[src/rtl/uart_rx_ext_pkg.sv]
// Shared encodings for the oversampling UART receiver.
package uart_rx_ext_pkg;

  typedef enum logic [2:0] {
    ST_IDLE,
    ST_START,
    ST_DATA,
    ST_PARITY,
    ST_STOP,
    ST_BRK_WAIT
  } state_t;

  localparam int PARITY_NONE = 0;
  localparam int PARITY_EVEN = 1;
  localparam int PARITY_ODD  = 2;

  function automatic logic maj3(input logic [2:0] v);
    return (v[0] & v[1]) | (v[0] & v[2]) | (v[1] & v[2]);
  endfunction

endpackage

[src/rtl/data_sync.sv]
// Two-flop synchronizer for a single asynchronous bit; resets to RST_VAL.
module data_sync #(
  parameter logic RST_VAL = 1'b1
) (
  input  logic clk,
  input  logic reset,
  input  logic d,
  output logic q
);

  logic meta_q, meta_d;
  logic sync_q, sync_d;

  always_comb begin
    meta_d = d;
    sync_d = meta_q;
  end

  always_ff @(posedge clk) begin
    if (reset) begin
      meta_q <= RST_VAL;
      sync_q <= RST_VAL;
    end else begin
      meta_q <= meta_d;
      sync_q <= sync_d;
    end
  end

  assign q = sync_q;

endmodule

[src/rtl/uart_rx_ext.sv]
// UART receiver with majority-vote sampling, parity/stop/break checks and a
// one-deep valid/ready output register that flags overrun on dropped frames.
module uart_rx_ext
  import uart_rx_ext_pkg::*;
#(
  parameter int DATA_BITS = 8,
  parameter int OVS       = 16,
  parameter int PARITY    = 0,
  parameter int STOP_BITS = 1
) (
  input  logic                 clk,
  input  logic                 reset,
  input  logic                 baud_tick,
  input  logic                 rx,
  output logic [DATA_BITS-1:0] m_data,
  output logic                 m_valid,
  input  logic                 m_ready,
  output logic                 parity_err,
  output logic                 frame_err,
  output logic                 break_det,
  output logic                 overrun
);

  localparam int CW = $clog2(OVS);
  localparam logic [CW-1:0] CNT_HALF = CW'(OVS / 2 - 1);
  localparam logic [CW-1:0] CNT_LAST = CW'(OVS - 1);
  localparam logic [3:0]    BI_LAST  = 4'(DATA_BITS - 1);
  localparam logic [3:0]    SB_LAST  = 4'(STOP_BITS - 1);

  logic rx_sync;

  data_sync #(.RST_VAL(1'b1)) u_sync (
    .clk   (clk),
    .reset (reset),
    .d     (rx),
    .q     (rx_sync)
  );

  state_t               state_q, state_d;
  logic [CW-1:0]        cnt_q, cnt_d;
  logic [2:0]           vote_q, vote_d;
  logic [3:0]           bit_idx_q, bit_idx_d;
  logic [DATA_BITS-1:0] shreg_q, shreg_d;
  logic                 par_bit_q, par_bit_d;
  logic                 par_err_q, par_err_d;
  logic                 stop_err_q, stop_err_d;
  logic                 brk_q, brk_d;
  logic [DATA_BITS-1:0] m_data_q, m_data_d;
  logic                 m_valid_q, m_valid_d;
  logic                 parity_err_q, parity_err_d;
  logic                 frame_err_q, frame_err_d;
  logic                 break_det_q, break_det_d;
  logic                 overrun_q, overrun_d;
  logic                 complete;
  logic                 vote_bit;
  logic                 sample;

  always_comb begin
    state_d    = state_q;
    cnt_d      = cnt_q;
    vote_d     = vote_q;
    bit_idx_d  = bit_idx_q;
    shreg_d    = shreg_q;
    par_bit_d  = par_bit_q;
    par_err_d  = par_err_q;
    stop_err_d = stop_err_q;
    brk_d      = brk_q;
    complete   = 1'b0;
    vote_bit   = maj3(vote_q);
    sample     = (cnt_q == CNT_LAST);

    if (baud_tick) begin
      vote_d = {vote_q[1:0], rx_sync};
      case (state_q)
        ST_IDLE: begin
          if (!rx_sync) begin
            state_d = ST_START;
            cnt_d   = '0;
          end
        end
        ST_START: begin
          if (cnt_q == CNT_HALF) begin
            cnt_d = '0;
            if (!vote_bit) begin
              state_d    = ST_DATA;
              bit_idx_d  = '0;
              par_bit_d  = 1'b0;
              par_err_d  = 1'b0;
              stop_err_d = 1'b0;
              brk_d      = 1'b0;
            end else begin
              state_d = ST_IDLE;
            end
          end else begin
            cnt_d = cnt_q + 1'b1;
          end
        end
        ST_DATA: begin
          if (sample) begin
            cnt_d   = '0;
            shreg_d = {vote_bit, shreg_q[DATA_BITS-1:1]};
            if (bit_idx_q == BI_LAST) begin
              bit_idx_d = '0;
              state_d   = (PARITY != PARITY_NONE) ? ST_PARITY : ST_STOP;
            end else begin
              bit_idx_d = bit_idx_q + 1'b1;
            end
          end else begin
            cnt_d = cnt_q + 1'b1;
          end
        end
        ST_PARITY: begin
          if (sample) begin
            cnt_d     = '0;
            par_bit_d = vote_bit;
            par_err_d = vote_bit ^ (^shreg_q) ^ (PARITY == PARITY_ODD);
            state_d   = ST_STOP;
          end else begin
            cnt_d = cnt_q + 1'b1;
          end
        end
        ST_STOP: begin
          if (sample) begin
            cnt_d      = '0;
            stop_err_d = stop_err_q | ~vote_bit;
            // Break is judged on the first stop bit only.
            if (bit_idx_q == 4'd0) begin
              brk_d = (shreg_q == '0) && !par_bit_q && !vote_bit;
            end
            if (bit_idx_q == SB_LAST) begin
              complete  = 1'b1;
              bit_idx_d = '0;
              state_d   = stop_err_d ? ST_BRK_WAIT : ST_IDLE;
            end else begin
              bit_idx_d = bit_idx_q + 1'b1;
            end
          end else begin
            cnt_d = cnt_q + 1'b1;
          end
        end
        ST_BRK_WAIT: begin
          if (rx_sync) begin
            state_d = ST_IDLE;
          end
        end
        default: state_d = ST_IDLE;
      endcase
    end
  end

  always_comb begin
    m_data_d     = m_data_q;
    m_valid_d    = m_valid_q;
    parity_err_d = parity_err_q;
    frame_err_d  = frame_err_q;
    break_det_d  = break_det_q;
    overrun_d    = overrun_q;
    if (complete) begin
      if (!m_valid_q || m_ready) begin
        m_data_d     = shreg_d;
        m_valid_d    = 1'b1;
        parity_err_d = par_err_d;
        frame_err_d  = stop_err_d;
        break_det_d  = brk_d;
        if (m_valid_q) begin
          overrun_d = 1'b0;
        end
      end else begin
        overrun_d = 1'b1;
      end
    end else if (m_valid_q && m_ready) begin
      m_valid_d = 1'b0;
      overrun_d = 1'b0;
    end
  end

  always_ff @(posedge clk) begin
    if (reset) begin
      state_q      <= ST_IDLE;
      cnt_q        <= '0;
      vote_q       <= 3'b111;
      bit_idx_q    <= '0;
      shreg_q      <= '0;
      par_bit_q    <= 1'b0;
      par_err_q    <= 1'b0;
      stop_err_q   <= 1'b0;
      brk_q        <= 1'b0;
      m_data_q     <= '0;
      m_valid_q    <= 1'b0;
      parity_err_q <= 1'b0;
      frame_err_q  <= 1'b0;
      break_det_q  <= 1'b0;
      overrun_q    <= 1'b0;
    end else begin
      state_q      <= state_d;
      cnt_q        <= cnt_d;
      vote_q       <= vote_d;
      bit_idx_q    <= bit_idx_d;
      shreg_q      <= shreg_d;
      par_bit_q    <= par_bit_d;
      par_err_q    <= par_err_d;
      stop_err_q   <= stop_err_d;
      brk_q        <= brk_d;
      m_data_q     <= m_data_d;
      m_valid_q    <= m_valid_d;
      parity_err_q <= parity_err_d;
      frame_err_q  <= frame_err_d;
      break_det_q  <= break_det_d;
      overrun_q    <= overrun_d;
    end
  end

  assign m_data     = m_data_q;
  assign m_valid    = m_valid_q;
  assign parity_err = parity_err_q;
  assign frame_err  = frame_err_q;
  assign break_det  = break_det_q;
  assign overrun    = overrun_q;

endmodule

[config.mk]
export PLATFORM = sky130hd
export DESIGN_NAME = uart_rx_ext
export DESIGN_NICKNAME = d
export VERILOG_FILES = /design/src/rtl/uart_rx_ext_pkg.sv /design/src/rtl/data_sync.sv /design/src/rtl/uart_rx_ext.sv
export SDC_FILE = /design/constraint.sdc
export NUM_CORES = 1
export LEC_CHECK = 0
export ABC_AREA = 1
export CELL_PAD_IN_SITES_DETAIL_PLACEMENT = 0
export CELL_PAD_IN_SITES_GLOBAL_PLACEMENT = 2
export CORE_MARGIN = 10
export CORE_UTILIZATION = 38
export DETAILED_ROUTE_END_ITERATION = 16
export DONT_BUFFER_PORTS = 1
export PLACE_DENSITY = 0.78
export SKIP_LAST_GASP = 1
export SYNTH_ARGS = -nofsm -noshare
export SYNTH_HDL_FRONTEND = slang
export SYNTH_HIERARCHICAL = 1
export SYNTH_SLANG_ARGS = --single-unit
export TNS_END_PERCENT = 30
[constraint.sdc]
create_clock -name clk -period 4.4 [get_ports clk]
set_clock_uncertainty 0.1 [all_clocks]
set_input_delay 0 -clock clk [delete_from_list [all_inputs] [get_ports clk]]
set_output_delay 0 -clock clk [all_outputs]
set_load 0.05 [all_outputs]
==> summary.md, run 1 <==
| Metric | Value |
|---|---|
| Net Count, Synth | 315 |
| CP delay by family, top | simple AND/OR/NAND/NOR gates |
| Cell taking the most area after synthesis | dfxtp_1 |
| RSZ-0062 raised after global routing | no |
| Worst setup SP type | flop |
| CP Buf/Inv Count | 1 |
| Hold crit path type | in -> reg |
| Cell variety after synth | 30 |
| Worst hold start | reset |
| Final Hold Viols | 0 |
| Outcome | completed |
| Vias in the first global route | approximately 1,700 |
| Seq/Total Area, Yosys | a little under two fifths |
| Fin Hold WS | roughly 0.056 ns |
| P&R area growth vs syn | 10.5% |
| Clk slew on worst S/H paths | 0.09 ns |
| Synth Instances | a little over 300 |
| Root Driver | clkbuf_8 |
| Hold Path Cell Cnt | 2 |
| CTS tree | yes |
| Top FF cell, synth | dfxtp_1 |
| Slew @ Worst Pin | around 0.86 ns |
| Critical path endpoint category | flop |
| Core Box Area | roughly 5500 um^2 |
| CP peak stage delay | approximately 0.58 ns |
| Routed WL per cell | 12.8 um |
| Antenna cells | 0 |
| Post-synth top area share | a little under two fifths |
| EDFF count, synth | 0 |
| All-Layer GR Usage | about an eighth |
| Multi-input gate area | ~1100 um^2 |
| Layout cell share with drive strength beyond 1 | between 10 and 15% |
| Pin count of the biggest net entering global routing | 24 |
| CP Class | reg -> reg |
| Cell Pwr Density | ~430 nW/um^2 |
| Initial Utilization | 39.1% |
| Critical-path cell list | ha_1 > nand3_2 > nand3_1 > nand2_1 > nor2_2 > nand4_2 > nand2_2 > a21oi_2 > dlygate4sd3_1 |
| LEAKAGE | ~0.99 nW |
| Die Width | ~95 um |
| Design Area, Final | 2380 um^2 |
| R2R setup slack | 2.10 ns |
| Vias post-DR | between 1,500 and 2,000 |
| TritonRoute pass-1 iters | 4 |
| YS warnings | 6 |
| Max Cap Viol | 0 |
| Vias per inst | around 4.8 |
| Reg area | 821 um^2 |
| Fill cells | 602 |
| Syn_area_per_cell | a little over 7 um^2 |
| FP Rows | 27 |
| CTS Buffer Depth | 2 |
| Crit path from | cnt_q[0] |
| Final Slew Violations | 0 |
| Final #Nets | 320 |
| Final setup violation count | 0 |
| Post-DRT Antenna Nets | 0 |
| IO Pins | 18 |
| CTS Buf Count | 5 |
| Full die area | between 9000 and 10,000 um^2 |
| Iter 0 DRT Violations | 85 |
| Antenna violations before repair | 0 |
| Total power | slightly above 1 mW |
| Sum Neg Setup Slack | 0 ns |
| Hpwl dp | 3.76 mm |
| CP Max Fanout | 7 |
| Top post-synthesis cells by area | dfxtp_1, nand2_1, inv_1 |
| Tcrit/Tclk final | between 50% and 60% |
| Pre-CTS setup slack | ~2.4 ns |
| Req. time, crit path | roughly 4.5 ns |
| Worst Reg-to-Reg Cells | 9 |
| Slew HR | a little over two fifths |
| Minimum clock period after layout | roughly 2.3 ns |
| RR Startpoint | cnt_q[0] |
| Hold EP | vote_q[0] |
| Highest clock rate | between 0.4 and 0.5 GHz |
| Skew-Pair Late Insertion Delay | between 0.2 and 0.3 ns |
| Final wirelength | roughly 4.9 mm |
| Mapped cell area | 2150 um^2 |
| Capture point of the worst reg-to-reg path | state_q[1] |
| Htree depth | 2 |
| Port Buffers | 0 |
| Asr flop ratio synth | 0% |
| CP arrival | about 2.4 ns |
| Post-CTS Setup Bufs | 0 |
| Drt drc | 0 |
| Synth Register Bits | 41 |
| Die Y | 95.3 um |
| GPL Wtd Cong | between 0.8 and 0.9 |
| Total gr overflow | 0 |
| CP max stage cell | dlygate4sd3_1 |
| Maximum VDD drop | ~0.00018 V |
| Placed cell area | roughly 2200 um^2 |
| First-pass GRT wire length | between 8 and 9 mm |
| Setup ws final | about 2.1 ns |
| Clock sinks | 41 |
==> placed cells by master, fill, tap and decap left out <==
| master | netlist | layout |
|---|---|---|
| nor2_2 | 3 | 3 |
| bufinv_16 | 0 | 2 |
| or3_1 | 2 | 2 |
| nand3_2 | 1 | 1 |
| a31oi_4 | 1 | 1 |
| a21oi_2 | 7 | 7 |
| o21a_1 | 3 | 3 |
| nor2_4 | 4 | 4 |
| nand2_1 | 73 | 73 |
| nor2_1 | 27 | 27 |
| nand3_1 | 20 | 20 |
| a21oi_1 | 16 | 16 |
| o21ai_1 | 12 | 12 |
| ha_1 | 7 | 7 |
| dfxtp_1 | 41 | 41 |
| dlygate4sd3_1 | 0 | 5 |
| nor3_2 | 1 | 1 |
| clkbuf_8 | 0 | 5 |
| inv_4 | 1 | 1 |
| xor2_1 | 2 | 2 |
| nand4_1 | 2 | 2 |
| a31o_2 | 1 | 1 |
| nor3_1 | 2 | 2 |
| o21ai_2 | 2 | 2 |
| nand4_2 | 1 | 1 |
| nand2_2 | 9 | 9 |
| inv_1 | 40 | 40 |
| clkinv_1 | 1 | 1 |
| inv_6 | 0 | 1 |
| inv_2 | 4 | 4 |
| o21ai_0 | 13 | 13 |
==> where the power goes <==
group,internal [mW],switching (mW),total [mW]
clock network,0.228,0.136,0.365
registers,0.385,0.0250,0.410
logic,0.0800,0.166,0.246
==> worst reg2reg max path, cell delays in order (launching register included) <==
cell           delay (ns)
dfxtp_1              0.38
ha_1                 0.24
nand3_2              0.20
nand3_1              0.15
nand2_1              0.07
nor2_2               0.14
nand4_2              0.18
nand2_2              0.11
a21oi_2              0.05
dlygate4sd3_1        0.58
==> per-layer routing <==
layer	part of all wire (%)	global-route usage [%]	vias up	routed length, um
li1	-	-	971	-
met1	44	13.2	818	2140
met2	51	20.6	16	2470
met3	3.8	3.69	6	187
met4	1.4	4.11	0	70
met5	0	0	-	0
==> synth_stat cells, types with 4 or more instances <==
master   number
ha_1          7
nand2_1      73
nor2_4        4
nand2_2       9
a21oi_2       7
a21oi_1      16
inv_1        40
o21ai_1      12
o21ai_0      13
inv_2         4
nor2_1       27
dfxtp_1      41
nand3_1      20
==> worst max-delay path by stage <==
stage | to | slack, ns | depth (start not counted)
after global routing | state_q[1] | 1.84 | 9
final | state_q[1] | 2.10 | 9
after global placement | parity_err | 2.40 | 8
after floorplan | m_data[7] | 2.77 | 7
after detailed placement | break_det | 2.37 | 8
after CTS | state_q[1] | 2.09 | 9
==> area by class of cell <==
class / instances / share of cell area [%]
Clock buffer: 5 / 2.89
Multi-Input combinational cell: 209 / 46.4
Clock inverter: 3 / 2.89
Inverter: 46 / 7.36
Timing Repair Buffer: 5 / 2.10
Sequential cell: 41 / 34.5
Tap cell: 72 / 3.79
==> per-stage QoR <==
stage          util (%)  std cells
3_3_place_gp       39.8        368
3_5_place_dp       39.8        368
4_1_cts            43.2        381
6_report           43.2        381
5_1_grt            43.2        381
2_1_floorplan         -        303
==> registers in the layout, summed over array words and instances, names as in the netlist <==
| name | flops |
|---|---|
| par_err_q | 1 |
| frame_err | 1 |
| vote_q | 3 |
| u_sync/meta_q | 1 |
| overrun | 1 |
| m_data | 8 |
| parity_err | 1 |
| bit_idx_q | 4 |
| brk_q | 1 |
| par_bit_q | 1 |
| m_valid | 1 |
| shreg_q | 8 |
| state_q | 3 |
| stop_err_q | 1 |
| break_det | 1 |
| u_sync/q | 1 |
| cnt_q | 4 |
==> cells by family after synthesis <==
kind of cell	Yosys count	share of synthesized area, %
AND/OR/NAND/NOR	145	30.8
AO/OA/AOI/OAI	55	15.6
buffers and inverters	53	10.5
flip-flops	41	38.1
adder cells (fa/ha/maj)	7	4.07
XOR/XNOR	2	0.814
==> timing repair <==
item                                   4_1_cts  5_1_grt
gates resized for setup                      0        0
endpoints found under the hold margin       28        0
hold buffers                                 5        0
Note: power is estimated with default switching activity, not from simulation.
==> run 2: changes to the inputs <==
Settings changed: CORE_UTILIZATION 38 to 35, PLACE_DENSITY 0.78 to 0.73.
Clock period 4.4 ns to 2.2 ns, I/O delays scaled along.
==> summary.md, run 2 (synthesized netlist as in run 1, its figures left out) <==
| Metric | Value |
|---|---|
| Outcome | completed (unchanged) |
| Total gr overflow | 0 (unchanged) |
| Antenna cells | 0 (unchanged) |
| Hold crit path type | in -> reg (unchanged) |
| CP max stage cell | dfxtp_1 (was dlygate4sd3_1) |
| Max Cap Viol | 0 (unchanged) |
| Port Buffers | 0 (unchanged) |
| Drt drc | 0 (unchanged) |
| CTS tree | yes (unchanged) |
| Critical path endpoint category | flop (unchanged) |
| Pre-CTS setup slack | 0.314 ns (was 2.37 ns) |
| Setup ws final | 0.287 ns (was 2.10 ns) |
| LEAKAGE | 0.981 nW (was 0.989 nW) |
| Placed insts | 373 (was 368) |
| Final wirelength | 5.33 mm (was 4.86 mm) |
| Final setup violation count | 0 (unchanged) |
| Vias in the first global route | 1,862 (was 1,744) |
| Worst Reg-to-Reg Cells | 6 (was 9) |
| Htree depth | 2 (unchanged) |
| Clock sinks | 41 (unchanged) |
| Layout cell share with drive strength beyond 1 | 14.5% (was 13.9%) |
| Skew-Pair Late Insertion Delay | 0.31 ns (was 0.29 ns) |
| Hold Path Cell Cnt | 2 (unchanged) |
| CP Class | reg -> reg (unchanged) |
| FP Rows | 28 (was 27) |
| WP depth | 6 (was 9) |
| CTS Buf Count | 5 (unchanged) |
| Maximum VDD drop | 0.000359 V (was 0.000183 V) |
| Most common cell after layout, fill and taps aside | nand2_1 (unchanged) |
| Final Hold Viols | 0 (unchanged) |
| CTS Buffer Depth | 2 (unchanged) |
| Core Box Area | 5960 um^2 (was 5510 um^2) |
| CP arrival | 2.00 ns (was 2.39 ns) |
| Die Width | 98.4 um (was 95.3 um) |
| CP delay by family, top | simple AND/OR/NAND/NOR gates (unchanged) |
| Tcrit/Tclk final | 86.9% (was 52.2%) |
| Fill cells | 650 (was 602) |
| P&R area growth vs syn | 10.5% (about the same) |
| Post-cts resize count | 0 (unchanged) |
| Hpwl dp | 3.87 mm (was 3.76 mm) |
| Iter 0 DRT Violations | 67 (was 85) |
| Pin count of the biggest net entering global routing | 24 (unchanged) |
| Initial Utilization | 36.1% (was 39.1%) |
| Slew @ Worst Pin | 0.910 ns (was 0.861 ns) |
| Layout Cells excl Fill | 385 (was 381) |
| Most frequent cells in the layout | nand2_1, dfxtp_1, inv_1 (unchanged) |
| Clk slew on worst S/H paths | 0.09 ns (about the same) |
| Post-CTS Setup Bufs | 0 (unchanged) |
| Cell Pwr Density | 824 nW/um^2 (was 429 nW/um^2) |
| All-Layer GR Usage | 11.4% (was 11.8%) |
| GPL Wtd Cong | 0.778 (was 0.804) |
| First-pass GRT wire length | 9.13 mm (was 8.37 mm) |
| Sum Neg Setup Slack | 0 ns (unchanged) |
| Root Driver | clkbuf_8 (unchanged) |
| Final Slew Violations | 0 (unchanged) |
| Final #Nets | 321 (was 320) |
| CP Max Fanout | 16 (was 7) |
| Slew HR | 39.1% (was 42.4%) |
| TritonRoute pass-1 iters | 4 (unchanged) |
| CP peak stage delay | 0.38 ns (was 0.58 ns) |
| Antenna violations before repair | 0 (unchanged) |
| Minimum clock period after layout | 1.91 ns (was 2.30 ns) |
| Vias post-DR | 1,840 (was 1,811) |
| Worst setup SP type | flop (unchanged) |
| RSZ-0062 raised after global routing | no (unchanged) |
| Routed WL per cell | 13.8 um (was 12.8 um) |
| Vias per inst | 4.78 (was 4.75) |
| Req. time, crit path | 2.29 ns (was 4.49 ns) |
| Full die area | 9690 um^2 (was 9070 um^2) |
| Highest clock rate | 0.523 GHz (was 0.436 GHz) |
| Post-DRT Antenna Nets | 0 (unchanged) |
| Critical-path cell list | ha_1 > nand3_2 > nor2_2 > nand2_2 > o21ai_0 > a21oi_1 (was ha_1 > nand3_2 > nand3_1 > nand2_1 > nor2_2 > nand4_2 > nand2_2 > a21oi_2 > dlygate4sd3_1) |
| Die Y | 98.4 um (was 95.3 um) |
| IO Pins | 18 (unchanged) |
| CP Buf/Inv Count | 0 (was 1) |
[run 2: what timing repair did]
item / CTS / global route
endpoints found under the hold margin: 28 / 0
hold buffers: 4 / 0
endpoints found under the setup margin: 0 / 0
[run 2: area by class of cell]
type                            instances  area, um^2  share of cell area, %
Clock inverter                          3        46.3                   1.95
Tap cell                               75        93.8                   3.95
Inverter                               46         175                   7.37
Timing Repair Buffer                    6        67.6                   2.84
Sequential cell                        41         821                   34.5
Multi-Input combinational cell        209        1100                   46.5
Clock buffer                            5        68.8                   2.89
[run 2: where the power goes]
part / internal [mW] / total, mW / leakage (nW) / switching, mW
clock network: 0.340 / 0.650 / 0.0543 / 0.309
registers: 0.770 / 0.822 / 0.332 / 0.0519
logic: 0.154 / 0.488 / 0.595 / 0.334
[run 2: path summary, 6_finish.rpt]
path	end	start	slack [ns]
setup reg to reg	m_data[7]	cnt_q[0]	0.29
hold / removal	vote_q[0]	reset	0.08
setup / recovery	m_data[7]	cnt_q[0]	0.29
hold reg to reg	u_sync/q	u_sync/meta_q	0.33
[run 2: stage by stage]
stage,cell area (um^2),power (mW),util (%),hold WS [ns]
after floorplan,2150,1.22,-,-0.0152
after global placement,2220,1.32,37.3,-0.0322
after detailed placement,2220,1.31,37.3,-0.0313
after CTS,2380,1.99,39.9,0.0967
after global routing,2380,2.08,39.9,0.135
final,2380,1.96,39.9,0.0813
[run 2: routing by layer]
layer	global-route usage (%)	wire length (um)
met2	19.7	2500
met1	13.0	2510
met4	3.64	74
met3	3.63	243
met5	0	0
